[src/rtl/op_handler_arbiter.sv]
// ============================================================================
// op_handler_arbiter
// ----------------------------------------------------------------------------
// Purpose:
//   Routes one op at a time to one of NUM_CH handler channels. The selected
//   channel's motor-control signals are registered onto a single master port.
//   Its position-update results are collected and released as one update
//   pulse when the channel reports done. An op may be aborted while it runs.
//   An out-of-range channel select is rejected with a one-cycle error pulse.
//
// Parameters:
//   NUM_CH   number of handler channels (2..8)
//   PULSE_W  width of each pulse count field
//   POS_W    width of each position field
//
// Ports:
//   clk             rising-edge clock
//   reset           synchronous, active-high reset
//   op_valid        a new op is presented
//   op_sel          target channel index of the op
//   op_ready        high only in IDLE; the block accepts an op this cycle
//   abort           cancel the active op (only honoured in BUSY)
//   ch_pulse_num_x  per-channel X pulse counts, channel i at [i*PULSE_W +: PULSE_W]
//   ch_pulse_num_y  per-channel Y pulse counts, same packing
//   ch_servo_pos    per-channel servo position (1 = down)
//   ch_trigger      per-channel motor trigger
//   ch_new_x        per-channel updated X, channel i at [i*POS_W +: POS_W]
//   ch_new_y        per-channel updated Y, same packing
//   ch_update       per-channel position update strobe
//   ch_done         per-channel op-finished strobe
//   pulse_num_x/y   registered master pulse counts
//   servo_pos       registered master servo position
//   trigger         registered master motor trigger
//   new_x/new_y     registered master position update
//   update          one-cycle position update strobe
//   active_ch       latched channel index of the current/last op
//   sel_err         one-cycle pulse when an out-of-range op_sel is rejected
// ============================================================================
module op_handler_arbiter #(
    parameter int NUM_CH  = 3,
    parameter int PULSE_W = 16,
    parameter int POS_W   = 16
) (
    input  logic                       clk,
    input  logic                       reset,
    input  logic                       op_valid,
    input  logic [2:0]                 op_sel,
    output logic                       op_ready,
    input  logic                       abort,
    input  logic [NUM_CH*PULSE_W-1:0]  ch_pulse_num_x,
    input  logic [NUM_CH*PULSE_W-1:0]  ch_pulse_num_y,
    input  logic [NUM_CH-1:0]          ch_servo_pos,
    input  logic [NUM_CH-1:0]          ch_trigger,
    input  logic [NUM_CH*POS_W-1:0]    ch_new_x,
    input  logic [NUM_CH*POS_W-1:0]    ch_new_y,
    input  logic [NUM_CH-1:0]          ch_update,
    input  logic [NUM_CH-1:0]          ch_done,
    output logic [PULSE_W-1:0]         pulse_num_x,
    output logic [PULSE_W-1:0]         pulse_num_y,
    output logic                       servo_pos,
    output logic                       trigger,
    output logic [POS_W-1:0]           new_x,
    output logic [POS_W-1:0]           new_y,
    output logic                       update,
    output logic [2:0]                 active_ch,
    output logic                       sel_err
);

    typedef enum logic [1:0] {
        IDLE = 2'd0,
        BUSY = 2'd1,
        DONE = 2'd2
    } state_t;

    // Channel count widened to 4 bits so op_sel can be compared without
    // mixing widths; op_sel values NUM_CH..7 are out of range.
    localparam logic [3:0] NUM_CH_U = 4'(NUM_CH);

    state_t state;
    state_t state_next;

    logic               op_sel_ok;
    logic               op_accept;

    logic [PULSE_W-1:0] sel_pulse_x;
    logic [PULSE_W-1:0] sel_pulse_y;
    logic               sel_servo;
    logic               sel_trigger;
    logic [POS_W-1:0]   sel_new_x;
    logic [POS_W-1:0]   sel_new_y;
    logic               sel_update;
    logic               sel_done;

    logic [POS_W-1:0]   hold_x;
    logic [POS_W-1:0]   hold_y;
    logic               upd_seen;

    assign op_sel_ok = ({1'b0, op_sel} < NUM_CH_U);
    assign op_accept = (state == IDLE) && op_valid && op_sel_ok;
    assign op_ready  = (state == IDLE);

    // Channel multiplexer. The latched active_ch picks one channel's signals.
    // Every other channel reads as zero, so idle channels cannot leak through.
    always_comb begin
        sel_pulse_x = '0;
        sel_pulse_y = '0;
        sel_servo   = 1'b0;
        sel_trigger = 1'b0;
        sel_new_x   = '0;
        sel_new_y   = '0;
        sel_update  = 1'b0;
        sel_done    = 1'b0;
        for (int i = 0; i < NUM_CH; i++) begin
            if (active_ch == 3'(i)) begin
                sel_pulse_x = ch_pulse_num_x[i*PULSE_W +: PULSE_W];
                sel_pulse_y = ch_pulse_num_y[i*PULSE_W +: PULSE_W];
                sel_servo   = ch_servo_pos[i];
                sel_trigger = ch_trigger[i];
                sel_new_x   = ch_new_x[i*POS_W +: POS_W];
                sel_new_y   = ch_new_y[i*POS_W +: POS_W];
                sel_update  = ch_update[i];
                sel_done    = ch_done[i];
            end
        end
    end

    // State register.
    always_ff @(posedge clk) begin
        if (reset) begin
            state <= IDLE;
        end else begin
            state <= state_next;
        end
    end

    // Next-state logic. Abort beats a same-cycle done, so an aborted op
    // never reaches DONE and never emits an update. DONE lasts exactly one
    // cycle, which is the cycle the update strobe is visible.
    always_comb begin
        state_next = state;
        case (state)
            IDLE: begin
                if (op_accept) begin
                    state_next = BUSY;
                end
            end
            BUSY: begin
                if (abort) begin
                    state_next = IDLE;
                end else if (sel_done) begin
                    state_next = DONE;
                end
            end
            DONE: begin
                state_next = IDLE;
            end
            default: begin
                state_next = IDLE;
            end
        endcase
    end

    // Datapath registers.
    // The motor master follows the active channel with one cycle of latency
    // while BUSY. It keeps its last values outside BUSY, except trigger,
    // which drops to zero as soon as the op ends (done or abort).
    // Position updates go to a holding register first. The master new_x/new_y
    // and the update strobe are loaded only on the done transition, so they
    // show during the single DONE cycle. A strobe arriving in that same cycle
    // is used directly, so it takes priority over the older held value.
    always_ff @(posedge clk) begin
        if (reset) begin
            active_ch   <= 3'd0;
            pulse_num_x <= '0;
            pulse_num_y <= '0;
            servo_pos   <= 1'b0;
            trigger     <= 1'b0;
            new_x       <= '0;
            new_y       <= '0;
            update      <= 1'b0;
            sel_err     <= 1'b0;
            hold_x      <= '0;
            hold_y      <= '0;
            upd_seen    <= 1'b0;
        end else begin
            sel_err <= (state == IDLE) && op_valid && !op_sel_ok;
            update  <= 1'b0;
            trigger <= 1'b0;
            case (state)
                IDLE: begin
                    if (op_accept) begin
                        active_ch <= op_sel;
                        upd_seen  <= 1'b0;
                    end
                end
                BUSY: begin
                    pulse_num_x <= sel_pulse_x;
                    pulse_num_y <= sel_pulse_y;
                    servo_pos   <= sel_servo;
                    trigger     <= sel_trigger && !abort && !sel_done;
                    if (sel_update) begin
                        hold_x   <= sel_new_x;
                        hold_y   <= sel_new_y;
                        upd_seen <= 1'b1;
                    end
                    if (!abort && sel_done) begin
                        if (sel_update) begin
                            new_x  <= sel_new_x;
                            new_y  <= sel_new_y;
                            update <= 1'b1;
                        end else if (upd_seen) begin
                            new_x  <= hold_x;
                            new_y  <= hold_y;
                            update <= 1'b1;
                        end
                    end
                end
                default: begin
                end
            endcase
        end
    end

endmodule

[config.mk]
export PLATFORM = sky130hd
export DESIGN_NAME = op_handler_arbiter
export DESIGN_NICKNAME = d
export VERILOG_FILES = /design/src/rtl/op_handler_arbiter.sv
export SDC_FILE = /design/constraint.sdc
export NUM_CORES = 1
export LEC_CHECK = 0
export ABC_AREA = 0
export CAP_MARGIN = 5
export CORE_ASPECT_RATIO = 1.25
export CORE_UTILIZATION = 45
export DETAILED_ROUTE_END_ITERATION = 7
export PLACE_DENSITY = 0.87
export SETUP_SLACK_MARGIN = 0.2
export SYNTH_ARGS = -nofsm -noshare
export SYNTH_HDL_FRONTEND = slang
export SYNTH_SLANG_ARGS = --single-unit
[constraint.sdc]
create_clock -name clk -period 3.59 [get_ports clk]
set_input_delay 0.359 -clock clk [delete_from_list [all_inputs] [get_ports clk]]
set_output_delay 0.359 -clock clk [all_outputs]
set_load 0.1 [all_outputs]
# Word-level counts from Yosys, hierarchy flattened
# Cells that the tools add are included.
# word_totals
regBits	106
in_bits	211
out_inout_bits	72
elab_cells	79
# op_classes
n_lt_le_gt_ge	1
eq_ne	6
muxes	37
n_bitwise	2
n_reduce_logical	20
# ops
cell	n
$mux 16	16
$mux 1	16
$logic_and 1x1->1	6
$mux 2	3
$reduce_and 2->1	3
$reduce_and 3->1	2
$pmux 2 s2	1
$reduce_bool 2->1	2
$eq 3x1->1 const B	1
$eq 3x2->1 const B	1
$logic_not 1->1	3
$logic_not 3->1	1
$lt 3x2->1 const B	1
$ne 3x3->1 const B	1
$reduce_or 3->1	1
$eq 2x1->1 const B	1
$logic_not 2->1	1
$ne 2x1->1 const B	1
$ne 2x2->1 const B	1
$not 1->1	2
$pmux 1 s2	1
$reduce_or 2->1	1

# Logic depth before layout (Yosys ltp)
# depth
ltp_word	7
ltp_mapped	8
ltp_nobuf	4

# Least setup slack after synthesis
# No wires, ideal clock.
# synth_path
kind	register to register
start	reg state[0]
end	reg upd_seen
setup_time_ns	0.128
arrival_ns	2.344
required_ns	3.462
setup_slack_ns	1.118
stages_incl_launch_ff	5
path_buffers	0
synth_period_minus_slack_ns	2.472
cell_sequence	dfxtp_1 -> nor2_1 -> nand3_1 -> a22oi_1 -> nor2_1
# synth_between
elab_chain_len	5
word_cells_on_any_way	9
cone_classes	eq/ne (3); mux (1); reduce/logical (5)
# synth_lines
element	line_no	source
start: declaration	79	state_t state;
start signal: assignment	132	state <= state_next;
$logic_not 2->1 (*)	--	
net op_ready	48	output logic op_ready,
$logic_and 1x1->1 (2 in series)	99	assign op_accept = (state == IDLE) && op_valid && op_sel_ok;
$ne 2x1->1 (no source line)	--	
$reduce_and 3->1 (no source line)	--	
end signal: assignment	184	upd_seen <= 1'b0;
end signal: assignment	193	upd_seen <= 1'b0;
end signal: assignment	204	upd_seen <= 1'b1;
end: declaration	96	logic upd_seen;
# The timed path passes the listed nets; every way through them passes the cells marked *.
# A chain may end at the register's enable or synchronous reset.

# Worst setup path after layout
# layout_path
start	reg active_ch[1]
end	reg new_y[12]
# layout_between
elab_chain_len	6
word_cells_on_any_way	16
cone_classes	eq/ne (2); mux (10); reduce/logical (4)
# layout_lines
element	line_no	source
start: declaration	65	output logic [2:0] active_ch,
start signal: assignment	192	active_ch <= op_sel;
$logic_not 3->1	114	if (active_ch == 3'(i)) begin
$mux 1 (3 in series)	114	
$reduce_bool 2->1 (no source line) or $logic_and 1x1->1 (tied branches)	--	
$reduce_and 3->1 (no source line)	--	
end signal: assignment	209	new_y <= sel_new_y;
end signal: assignment	213	new_y <= hold_y;
end: declaration	63	output logic [POS_W-1:0] new_y,
# Parallel ways exist; a longest one is shown, timed or not.

==> results.md <==
- Max-cap violations: 0
- Port Buffer Count: 282
- CP cell instances: mux2_4 -> a21o_2 -> buf_4 -> nand3_1 -> a311oi_2
- # DRC: 0
- Internal power: 2.05 mW
- Lkg Pwr: 2.81 nW
- Crit path buf inv count: 1
- Drt wl/cell: 17.1 um
- # diodes: 0
- Die area: 13800 um2
- Syn Inst Count: 686
- Core Util, Final: 70.5%
- Vias in the first global route: 5892
- GRT Total Usage: 26.5%
- Clock power frac: 31.5%
- DIE HEIGHT: 131 um
- Fin Clk Skew: 7.17 ps
- RSZ-0062 raised after global routing: false
- # setup viols final: 0
- Site Rows: 46
- Core footprint: 12800 um2
- Critical path's top delay family: compound AO/OA/AOI/OAI gates
- Antenna Nets Post-Route: 0
- Cts repair resizes: 0
- Maximum vdd drop: 0.196 mV
- Register area share after synthesis: 35.4%
- Min Clock Period, post-route: 2590 ps
- Worst slew margin: 25.8%
- Cell Area, Placed: 8760 um2
- Synth Net Count: 897
- TritonRoute pass-1 iters: 7
- Synthesized area: 6000 um2
- # IOs: 283
- Setup tns final: 0 ps
- DRT iter0 DRCs: 285
- H-Tree Depth: 3
- Die W: 105 um
- Comb power frac: 26.6%
- Place WS: 965 ps
- Slowest-stage cell, CP: dfxtp_4
- GP Congestion: 0.787
- Highest clock rate: 386 MHz
- Worst-Margin Slew: 1110 ps
- Share of power burned in registers: 41.9%
- Final worst setup slack: 999 ps
- Most frequent cells in the layout: clkdlybuf4s50_1 (279), dfxtp_1 (104), mux2i_1 (69), o21ai_0 (57), nor2_1 (41)
- CTS tree: done
- Post-synth EDFFs: 0
- Final Hold Fails: 0
- CP Max Fanout: 45
- Synth warn: 0
- Nets@finish: 1116
- Crit end category: register
- Final slew viol count: 0
- Arrival @ worst endpoint: 2840 ps
- Final Instance Area: 9040 um2
- Hold Crit Class: register to register
- Main flop type after synthesis: dfxtp_1
- First-pass GRT wire length: 29.1 mm
- Final HPWL DP: 13.3 mm
- PwrDens: 325 nW/um2
- Remaining global-route overflow: 0
- Pin count of the biggest net entering global routing: 100
- Syn avg cell area: 8.74 um2
- Cts hold-fix bufs: 0
- Sw frac: 30.2%
- Sw Pwr: 888 uW
- Ys async rst share: 0%
- Clk sinks: 106
- Layout area overhead: 50.8%
- Hold_ws: 476 ps
- Vias: 6196
- # Post-CTS Setup Buffers: 0
- Yosys reg bits: 106
- Critical path class: register to register
- Share of layout cells above drive strength 1: 8.24%
- Worst setup SP type: register
- Commonest non-fill, non-tap cell in the layout: clkdlybuf4s50_1
- DR vias/cell: 5.75
- Clock transition at path regs: 70 ps
- Synth unique cells: 35
- Final period utilization: 72.2%
- Later-pin clock latency in the skew report: 340 ps
- Status: complete, no violations
- Initial antenna violation count: 0
- Max incr delay on CP: 730 ps
- Initial Util: 46.7%
- Root buffer cell: clkbuf_16
- Worst EP required: 3830 ps
- CTS Buffer Depth: 2
- Detailed Route WL: 18.5 mm
- CTS Buf Count: 9
-- per-stage QoR --
step / power (mW) / instances
2_1_floorplan: 1.70 / 686
3_3_place_gp: 2.03 / 1062
3_5_place_dp: 2.04 / 1062
4_1_cts: 2.96 / 1078
5_1_grt: 3.07 / 1078
6_report: 2.94 / 1078
-- state kept, by name, summed over array words and instances, names as in the netlist --
name,flops
pulse_num_x,16
new_y,16
state,2
servo_pos,1
update,1
new_x,16
upd_seen,1
hold_x,16
trigger,1
sel_err,1
pulse_num_y,16
hold_y,16
active_ch,3
-- logic make-up (layout without fill, tap and decap cells) --
family / count (synthesis) / in the layout / synth area share (%)
and+or+nand+nor: 188 / 188 / 16.6
muxes: 70 / 70 / 11.8
DFF: 106 / 106 / 35.4
buffers and inverters: 87 / 311 / 6.72
AOI/OAI and AO/OA: 235 / 235 / 29.5
-- worst register-to-register path, cell delays in order, from the launching register on --
cell and delay, ps:
dfxtp_4 730, mux2_4 340, a21o_2 550, buf_4 430
nand3_1 150, a311oi_2 300
-- per-layer routing --
metal	GRT usage, %	part of all wire [%]	vias to the layer above
li1	-	-	3043
met5	0	0	-
met4	9.53	1.9	0
met1	30.1	38	2881
met2	50.4	54	250
met3	4.20	6.0	22
-- power by group through the flow --
stage | Sequential, mW | Combinational [mW] | Clock [mW]
2_1_floorplan | 1.39 | 0.308 | 0
3_3_place_gp | 1.26 | 0.772 | 0
3_5_place_dp | 1.26 | 0.783 | 0
4_1_cts | 1.23 | 0.784 | 0.947
5_1_grt | 1.24 | 0.837 | 0.999
6_report | 1.23 | 0.782 | 0.925
-- path summary, 6_finish.rpt --
kind,from,endpoint,slack [ps],cells after the start
max,active_ch[1],new_y[12],1000,5
min,hold_x[12],hold_x[12],480,2
max reg2reg,active_ch[1],new_y[12],1000,5
min reg2reg,hold_x[12],hold_x[12],480,2
-- cell type report --
cell class	count	area (um2)
Fill cell	1006	3790
Multi-Input combinational cell	493	3490
Timing Repair Buffer	294	2930
Sequential cell	106	2130
Clock buffer	10	239
Tap cell	168	210
Clock inverter	6	40.0
Inverter	1	3.75
-- cell usage after synthesis, drive strengths merged (32+ instances only) --
cell / n / area, um2
a21oi: 36 / 191
o21ai: 65 / 329
nor2: 42 / 158
a31oi: 32 / 200
a22oi: 34 / 255
nand2: 34 / 128
o2bb2ai: 33 / 289
nand3b: 33 / 248
mux2i: 69 / 691
clkbuf: 52 / 195
dfxtp: 106 / 2120
a311oi: 32 / 468
nand3: 33 / 165
buf: 34 / 204
nand4: 32 / 200
No activity file was read; power rests on OpenSTA's default activity.
